`config.mk`:
```
export PLATFORM = sky130hd
export DESIGN_NAME = sram_arbiter_flat
export DESIGN_NICKNAME = d
export VERILOG_FILES = /design/src/rtl/atom_pkg.sv /design/src/rtl/sram_arbiter_if.sv /design/src/rtl/rr_arb2.sv /design/src/rtl/sram_arbiter.sv /design/src/flat_wrapper.sv
export SDC_FILE = /design/constraint.sdc
export NUM_CORES = 1
export LEC_CHECK = 0
export ABC_AREA = 1
export CORE_ASPECT_RATIO = 1.1
export CORE_MARGIN = 2
export CORE_UTILIZATION = 47
export CTS_CLUSTER_DIAMETER = 50
export DETAILED_ROUTE_END_ITERATION = 7
export GPL_TIMING_DRIVEN = 0
export PLACE_DENSITY = 0.86
export SLEW_MARGIN = 20
export SYNTH_ARGS = -nofsm -noshare
export SYNTH_HDL_FRONTEND = slang
export SYNTH_SLANG_ARGS = --single-unit
```
`constraint.sdc`:
```
create_clock -name clk100 -period 3.5 [get_ports clk100]
set_clock_uncertainty 0.2 [all_clocks]
set_input_delay 0.7 -clock clk100 [delete_from_list [all_inputs] [get_ports clk100]]
set_output_delay 0.7 -clock clk100 [all_outputs]
set_load 0.02 [all_outputs]
```
`src/rtl/atom_pkg.sv`:
```
// Shared types and constants for the external SRAM arbiter.
// Port indices double as the round-robin grant encoding.
package atom_pkg;

  localparam int ADDR_W = 18;

  localparam logic PORT_CPU = 1'b0;
  localparam logic PORT_VID = 1'b1;

  typedef enum logic [2:0] {
    IDLE,
    SETUP,
    RD,
    WR,
    HOLD,
    DONE
  } sram_state_t;

endpackage

```
`src/rtl/sram_arbiter_if.sv`:
```
// Requester and SRAM pad bundle for sram_arbiter.
// slave is the arbiter side; master is the requester/pad side.
interface sram_arbiter_if #(
  parameter int ADDR_W = atom_pkg::ADDR_W
) ();

  logic              cpu_req;
  logic              cpu_we;
  logic [ADDR_W-1:0] cpu_addr;
  logic [7:0]        cpu_wdata;
  logic              cpu_ack;
  logic [7:0]        cpu_rdata;

  logic              vid_req;
  logic [ADDR_W-1:0] vid_addr;
  logic              vid_ack;
  logic [7:0]        vid_rdata;

  logic [ADDR_W-1:0] sram_adr;
  logic [7:0]        sram_dout;
  logic              sram_dout_en;
  logic [7:0]        sram_din;
  logic              ram_cs_b;
  logic              ram_oe_b;
  logic              ram_we_b;

  modport slave (
    input  cpu_req, cpu_we, cpu_addr, cpu_wdata,
    input  vid_req, vid_addr, sram_din,
    output cpu_ack, cpu_rdata, vid_ack, vid_rdata,
    output sram_adr, sram_dout, sram_dout_en,
    output ram_cs_b, ram_oe_b, ram_we_b
  );

  modport master (
    output cpu_req, cpu_we, cpu_addr, cpu_wdata,
    output vid_req, vid_addr, sram_din,
    input  cpu_ack, cpu_rdata, vid_ack, vid_rdata,
    input  sram_adr, sram_dout, sram_dout_en,
    input  ram_cs_b, ram_oe_b, ram_we_b
  );

endinterface

```
`src/rtl/rr_arb2.sv`:
```
// Two-way round-robin arbiter; last_grant only moves when
// the grant is actually taken.
module rr_arb2
  import atom_pkg::*;
(
  input  logic       clk,
  input  logic       rst_n,
  input  logic [1:0] req,
  input  logic       take,
  output logic       valid,
  output logic       grant
);

  logic last_q, last_d;

  always_comb begin
    valid = |req;
    unique case (req)
      2'b11:   grant = ~last_q;
      2'b10:   grant = PORT_VID;
      default: grant = PORT_CPU;
    endcase
    last_d = (take && valid) ? grant : last_q;
  end

  always_ff @(posedge clk or negedge rst_n) begin
    if (!rst_n) last_q <= PORT_VID;
    else        last_q <= last_d;
  end

endmodule

```
`src/rtl/sram_arbiter.sv`:
```
// Shares the external 256Kx8 SRAM between the CPU port and
// the read-only video port with fixed strobe timing.
module sram_arbiter #(
  parameter int ADDR_W    = atom_pkg::ADDR_W,
  parameter int RD_CYCLES = 3,
  parameter int WE_CYCLES = 2
) (
  input logic           clk100,
  input logic           reset_n,
  sram_arbiter_if.slave bus
);

  import atom_pkg::*;

  localparam logic [7:0] RD_LAST = 8'(RD_CYCLES - 1);
  localparam logic [7:0] WE_LAST = 8'(WE_CYCLES - 1);

  sram_state_t       state_q, state_d;
  logic [7:0]        cnt_q, cnt_d;
  logic              port_q, port_d;
  logic [ADDR_W-1:0] addr_q, addr_d;
  logic [7:0]        wdata_q, wdata_d;
  logic [7:0]        cpu_rdata_q, cpu_rdata_d;
  logic [7:0]        vid_rdata_q, vid_rdata_d;
  logic              cs_b_q, cs_b_d;
  logic              oe_b_q, oe_b_d;
  logic              we_b_q, we_b_d;
  logic              den_q, den_d;
  logic              cpu_ack_q, cpu_ack_d;
  logic              vid_ack_q, vid_ack_d;
  logic              arb_valid, arb_grant, take;
  logic              is_wr;

  rr_arb2 u_arb (
    .clk   (clk100),
    .rst_n (reset_n),
    .req   ({bus.vid_req, bus.cpu_req}),
    .take  (take),
    .valid (arb_valid),
    .grant (arb_grant)
  );

  always_comb begin
    state_d     = state_q;
    cnt_d       = cnt_q;
    port_d      = port_q;
    addr_d      = addr_q;
    wdata_d     = wdata_q;
    cpu_rdata_d = cpu_rdata_q;
    vid_rdata_d = vid_rdata_q;
    take        = 1'b0;
    is_wr       = 1'b0;
    unique case (state_q)
      IDLE: if (arb_valid) begin
        take    = 1'b1;
        port_d  = arb_grant;
        is_wr   = (arb_grant == PORT_CPU) && bus.cpu_we;
        addr_d  = (arb_grant == PORT_VID) ? bus.vid_addr
                                          : bus.cpu_addr;
        wdata_d = bus.cpu_wdata;
        cnt_d   = '0;
        state_d = is_wr ? SETUP : RD;
      end
      SETUP: state_d = WR;
      RD: if (cnt_q == RD_LAST) begin
        state_d = DONE;
        if (port_q == PORT_VID) vid_rdata_d = bus.sram_din;
        else                    cpu_rdata_d = bus.sram_din;
      end else begin
        cnt_d = cnt_q + 8'd1;
      end
      WR: if (cnt_q == WE_LAST) state_d = HOLD;
          else                  cnt_d   = cnt_q + 8'd1;
      HOLD:    state_d = DONE;
      DONE:    state_d = IDLE;
      default: state_d = IDLE;
    endcase

    // Strobes follow the next state so every pad output is a flop.
    cs_b_d    = (state_d == IDLE);
    oe_b_d    = (state_d != RD);
    we_b_d    = (state_d != WR);
    den_d     = (state_d == SETUP) || (state_d == WR) ||
                (state_d == HOLD);
    cpu_ack_d = (state_d == DONE) && (port_d == PORT_CPU);
    vid_ack_d = (state_d == DONE) && (port_d == PORT_VID);
  end

  always_ff @(posedge clk100 or negedge reset_n) begin
    if (!reset_n) begin
      state_q     <= IDLE;
      cnt_q       <= '0;
      port_q      <= PORT_CPU;
      addr_q      <= '0;
      wdata_q     <= '0;
      cpu_rdata_q <= '0;
      vid_rdata_q <= '0;
      cs_b_q      <= 1'b1;
      oe_b_q      <= 1'b1;
      we_b_q      <= 1'b1;
      den_q       <= 1'b0;
      cpu_ack_q   <= 1'b0;
      vid_ack_q   <= 1'b0;
    end else begin
      state_q     <= state_d;
      cnt_q       <= cnt_d;
      port_q      <= port_d;
      addr_q      <= addr_d;
      wdata_q     <= wdata_d;
      cpu_rdata_q <= cpu_rdata_d;
      vid_rdata_q <= vid_rdata_d;
      cs_b_q      <= cs_b_d;
      oe_b_q      <= oe_b_d;
      we_b_q      <= we_b_d;
      den_q       <= den_d;
      cpu_ack_q   <= cpu_ack_d;
      vid_ack_q   <= vid_ack_d;
    end
  end

  assign bus.sram_adr     = addr_q;
  assign bus.sram_dout    = wdata_q;
  assign bus.sram_dout_en = den_q;
  assign bus.ram_cs_b     = cs_b_q;
  assign bus.ram_oe_b     = oe_b_q;
  assign bus.ram_we_b     = we_b_q;
  assign bus.cpu_ack      = cpu_ack_q;
  assign bus.cpu_rdata    = cpu_rdata_q;
  assign bus.vid_ack      = vid_ack_q;
  assign bus.vid_rdata    = vid_rdata_q;

endmodule

```
`src/flat_wrapper.sv`:
```
// flat-port wrapper written by rule: the top's interface ports become plain ports
module sram_arbiter_flat import atom_pkg::*;
#(
  parameter int ADDR_W    = atom_pkg::ADDR_W,
  parameter int RD_CYCLES = 3,
  parameter int WE_CYCLES = 2
)
  (clk100, reset_n, bus_cpu_req, bus_cpu_we, bus_cpu_addr, bus_cpu_wdata, bus_vid_req, bus_vid_addr, bus_sram_din, bus_cpu_ack, bus_cpu_rdata, bus_vid_ack, bus_vid_rdata, bus_sram_adr, bus_sram_dout, bus_sram_dout_en, bus_ram_cs_b, bus_ram_oe_b, bus_ram_we_b);
  sram_arbiter_if #(.ADDR_W(ADDR_W)) bus_i ();
  input logic clk100;
  input logic reset_n;
  input wire logic [$bits(bus_i.cpu_req)-1:0] bus_cpu_req;
  input wire logic [$bits(bus_i.cpu_we)-1:0] bus_cpu_we;
  input wire logic [$bits(bus_i.cpu_addr)-1:0] bus_cpu_addr;
  input wire logic [$bits(bus_i.cpu_wdata)-1:0] bus_cpu_wdata;
  input wire logic [$bits(bus_i.vid_req)-1:0] bus_vid_req;
  input wire logic [$bits(bus_i.vid_addr)-1:0] bus_vid_addr;
  input wire logic [$bits(bus_i.sram_din)-1:0] bus_sram_din;
  output wire logic [$bits(bus_i.cpu_ack)-1:0] bus_cpu_ack;
  output wire logic [$bits(bus_i.cpu_rdata)-1:0] bus_cpu_rdata;
  output wire logic [$bits(bus_i.vid_ack)-1:0] bus_vid_ack;
  output wire logic [$bits(bus_i.vid_rdata)-1:0] bus_vid_rdata;
  output wire logic [$bits(bus_i.sram_adr)-1:0] bus_sram_adr;
  output wire logic [$bits(bus_i.sram_dout)-1:0] bus_sram_dout;
  output wire logic [$bits(bus_i.sram_dout_en)-1:0] bus_sram_dout_en;
  output wire logic [$bits(bus_i.ram_cs_b)-1:0] bus_ram_cs_b;
  output wire logic [$bits(bus_i.ram_oe_b)-1:0] bus_ram_oe_b;
  output wire logic [$bits(bus_i.ram_we_b)-1:0] bus_ram_we_b;
  assign bus_i.cpu_req = bus_cpu_req;
  assign bus_i.cpu_we = bus_cpu_we;
  assign bus_i.cpu_addr = bus_cpu_addr;
  assign bus_i.cpu_wdata = bus_cpu_wdata;
  assign bus_i.vid_req = bus_vid_req;
  assign bus_i.vid_addr = bus_vid_addr;
  assign bus_i.sram_din = bus_sram_din;
  assign bus_cpu_ack = bus_i.cpu_ack;
  assign bus_cpu_rdata = bus_i.cpu_rdata;
  assign bus_vid_ack = bus_i.vid_ack;
  assign bus_vid_rdata = bus_i.vid_rdata;
  assign bus_sram_adr = bus_i.sram_adr;
  assign bus_sram_dout = bus_i.sram_dout;
  assign bus_sram_dout_en = bus_i.sram_dout_en;
  assign bus_ram_cs_b = bus_i.ram_cs_b;
  assign bus_ram_oe_b = bus_i.ram_oe_b;
  assign bus_ram_we_b = bus_i.ram_we_b;
  sram_arbiter #(.ADDR_W(ADDR_W), .RD_CYCLES(RD_CYCLES), .WE_CYCLES(WE_CYCLES)) u_core (.clk100(clk100), .reset_n(reset_n), .bus(bus_i));
endmodule
```
==> key figures <==
Status
  • Status: finished, final reports clean

Global route
  • Largest net degree at the start of global routing: 62
  • Vias in the first global route: 2743
  • Total GRT Usage: 23.8%
  • Initial antenna violation count: 0
  • GRT overflow: 0
  • Global-route wire length before repair: 12.3 mm

Synth
  • Mean Syn Cell Area: 8.43 um2
  • Post-synth EDFFs: 0
  • Simple-gate share of the synthesized area: 23.1%
  • Synth Area in Compound Gates: 13.0%
  • Synth Area in XOR/XNOR: 1.26%
  • Syn Nets: 389
  • Yosys cell types: 25
  • Ys async rst share: 100%
  • Main combinational cell family by area after synthesis: simple AND/OR/NAND/NOR gates
  • Adder-Cell Fraction of Synth Area: 1.35%
  • Top cell type's share of synthesized area: 51.4%
  • Synth Register Bits: 61
  • Mapped Area: 2770 um2
  • Top_reg_cell synth: dfrtp_1
  • Mux contribution to synthesized area: 0%
  • Cells after Synth: 329
  • Yosys warning count: 0
  • Synth area leaders: dfrtp_1 (51%), nand2_1 (13%), o21ai_0 (7.9%)
  • Sequential share of the synthesized area: 55.2%
  • Cell taking the most area after synthesis: dfrtp_1

Detailed routing
  • Drt pass-1 iters: 4
  • Initial DRC Count: 165
  • Wirelength, routed: 7.05 mm
  • Uppermost routed layer: met4
  • # DRC: 0
  • Antenna-violating nets left: 0
  • Wl on met1: between 2 and 3 mm
  • Met2 routed WL: 3.60 mm
  • DR vias: 2608
  • Met3 wire len: 499 um
  • Routed length per instance: 13.4 um
  • DR vias/cell: approximately 4.9

STA
  • Final hold vios: 0
  • Setup TNS: 0 ns
  • Crit share post-route: between 60% and 70%
  • Max Freq: 428 MHz
  • Slew margin rel.: just under 70%
  • Fin. max-slew vios: 0
  • Setup violation total in the final timing report: 0
  • Fin worst setup slack: 1.17 ns
  • Worst Tran Pin Value: 0.485 ns
  • Unrepaired setup endpoints after global routing: no
  • Minimum clock period: 2.33 ns

Clocking
  • Max Root-Sink Buffers: 2
  • Worst-skew pair later-pin latency: between 0.3 and 0.4 ns
  • Clock sinks: slightly above 60
  • CTS tree: done
  • Setup Buffers After CTS: 0
  • Root Buffer: clkbuf_8
  • Total CTS buffers: 9
  • Post-CTS Hold Buffers: 0
  • H-tree depth: 3
  • CTS clk-pin slew, worst paths: ~0.07 ns
  • PostCTS Resize Cnt: 0

Finish
  • Reg area: about 1500 um2
  • Diode count: 0
  • Commonest non-fill, non-tap cells in the layout: clkdlybuf4s50_1 (103), nand2_1 (98), dfrtp_1 (57)
  • Commonest non-fill, non-tap cell in the layout: clkdlybuf4s50_1
  • Cell area after layout: 4170 um2
  • Nets@finish: 505
  • Area Overhead vs Synth: 50.3%
  • FILL cells: 452
  • Footprint of the multi-input gates: approximately 1100 um2
  • Layout cells sized above 1: 10.0%

Critical path
  • Worst path arrival time: 1.43 ns
  • Max incr delay on CP: 0.59 ns
  • Crit end category: output port
  • Delay-heaviest family, CP: buffers and inverters
  • Crit Path Max Fanout: 1
  • CP startpoint kind: flop
  • Crit-path cells: clkdlybuf4s50_1
  • Worst-path cell with the longest stage delay: clkdlybuf4s50_1
  • Worst Setup Path Type: reg -> out
  • Critical Path RT: between 2 and 3 ns
  • Worst path buffer plus inverter count: 1

Power and ir drop
  • Logic pwr share: about half
  • Cell internal pwr: 2.33 mW
  • Sequential share of power: 32.4%
  • Maximum VDD drop: 0.499 mV
  • Sw power: 1.52 mW
  • Clock power frac: 19.3%
  • Leakage: 1.95 nW
  • Power Density: 922 nW/um2
  • Sw Ratio: 39.5%

Die
  • Die Height: 84.6 um
  • Die Span X: 77.3 um
  • Core Area: 5730 um2
  • I/O pins: 105
  • Starting Density: 48.4%
  • Num rows: 29
  • Die area: 6530 um2

Place
  • Setup slack at placement: 0.984 ns
  • GPL Wtd Cong: 0.890
  • Number of port buffers: between 100 and 150
  • Dpl hpwl: around 5.1 mm
  • Area after DPL: between 3000 and 4000 um2

Worst hold path
  • Worst hold path class: in -> async

Job
  • MaxCap Viol Count: 0
[cell usage after synthesis (3+ instances only)]
cell type  number
a21oi_1         5
buf_2           5
clkbuf_1        5
dfrtp_1        57
dfstp_2         4
ha_1            3
inv_1          26
nand2_1        98
nand2_2         4
nand3_1         9
nor2_1         35
nor2_2          3
o21ai_0        44
o21ai_1         9
o21ai_2         8
xor2_1          3
[metal layers]
metal,global-route usage [%],up-vias
li1,-,1271
met1,27.2,1223
met2,40.5,93
met3,7.63,21
met4,11.0,0
met5,0,-
[per-stage QoR]
stage | cells | total power, mW | hold WS, ns | util [%]
detailed placement | 511 | 3.11 | 0.257 | 68.7
global placement | 510 | 3.03 | 0.255 | 68.2
floorplan | 329 | 2.26 | 0.204 | -
global route | 527 | 4.11 | 0.156 | 72.7
finish | 527 | 3.84 | 0.137 | 72.7
CTS | 527 | 3.86 | 0.146 | 72.7
[cell type report]
type                       instances  area share [%]
buffer                            12            1.59
clock buffer                      12            3.24
clock inverter                     4            2.34
inverter                          27            2.43
multi-input combinational        229            25.8
sequential                        61            36.7
tap                               77            2.31
timing repair buffer             105            25.6
[power groups by stage]
stage	registers [mW]	logic (mW)	clock network (mW)
final	1.25	1.86	0.742
after detailed placement	1.25	1.86	0
after floorplan	1.56	0.708	0
after global placement	1.23	1.80	0
after global routing	1.29	2.04	0.782
after CTS	1.24	1.87	0.750
[worst paths after layout]
kind	from	endpoint	slack, ns	depth (start not counted)
hold reg to reg	u_core.bus.sram_dout[5]	u_core.bus.sram_dout[5]	0.27	2
max in group asynchronous	reset_n	u_core.bus.ram_oe_b	2.65	2
setup reg to reg	u_core.cnt_q[0]	u_core.bus.vid_rdata[2]	1.56	7
setup / recovery	u_core.bus.ram_cs_b	bus_ram_cs_b	1.17	1
hold / removal	reset_n	u_core.bus.sram_dout[5]	0.14	2
min in group clk100	u_core.bus.sram_dout[5]	u_core.bus.sram_dout[5]	0.27	2
[cells by family (layout without fill, tap and decap cells)]
family / Yosys count / after routing
adders and majority gates: 3 / 3
AOI/OAI and AO/OA: 66 / 66
buffers and inverters: 39 / 160
and+or+nand+nor: 156 / 156
DFF: 61 / 61
xor gates and xnor gates: 4 / 4
[registers in the layout (all words and copies together) (netlist names), 3 cells and up]
name                  cells
u_core.state_q            3
u_core.cnt_q              8
u_core.bus.sram_dout      8
u_core.bus.vid_rdata      8
u_core.bus.sram_adr      18
u_core.bus.cpu_rdata      8
Note: power is estimated with default switching activity, not from simulation.
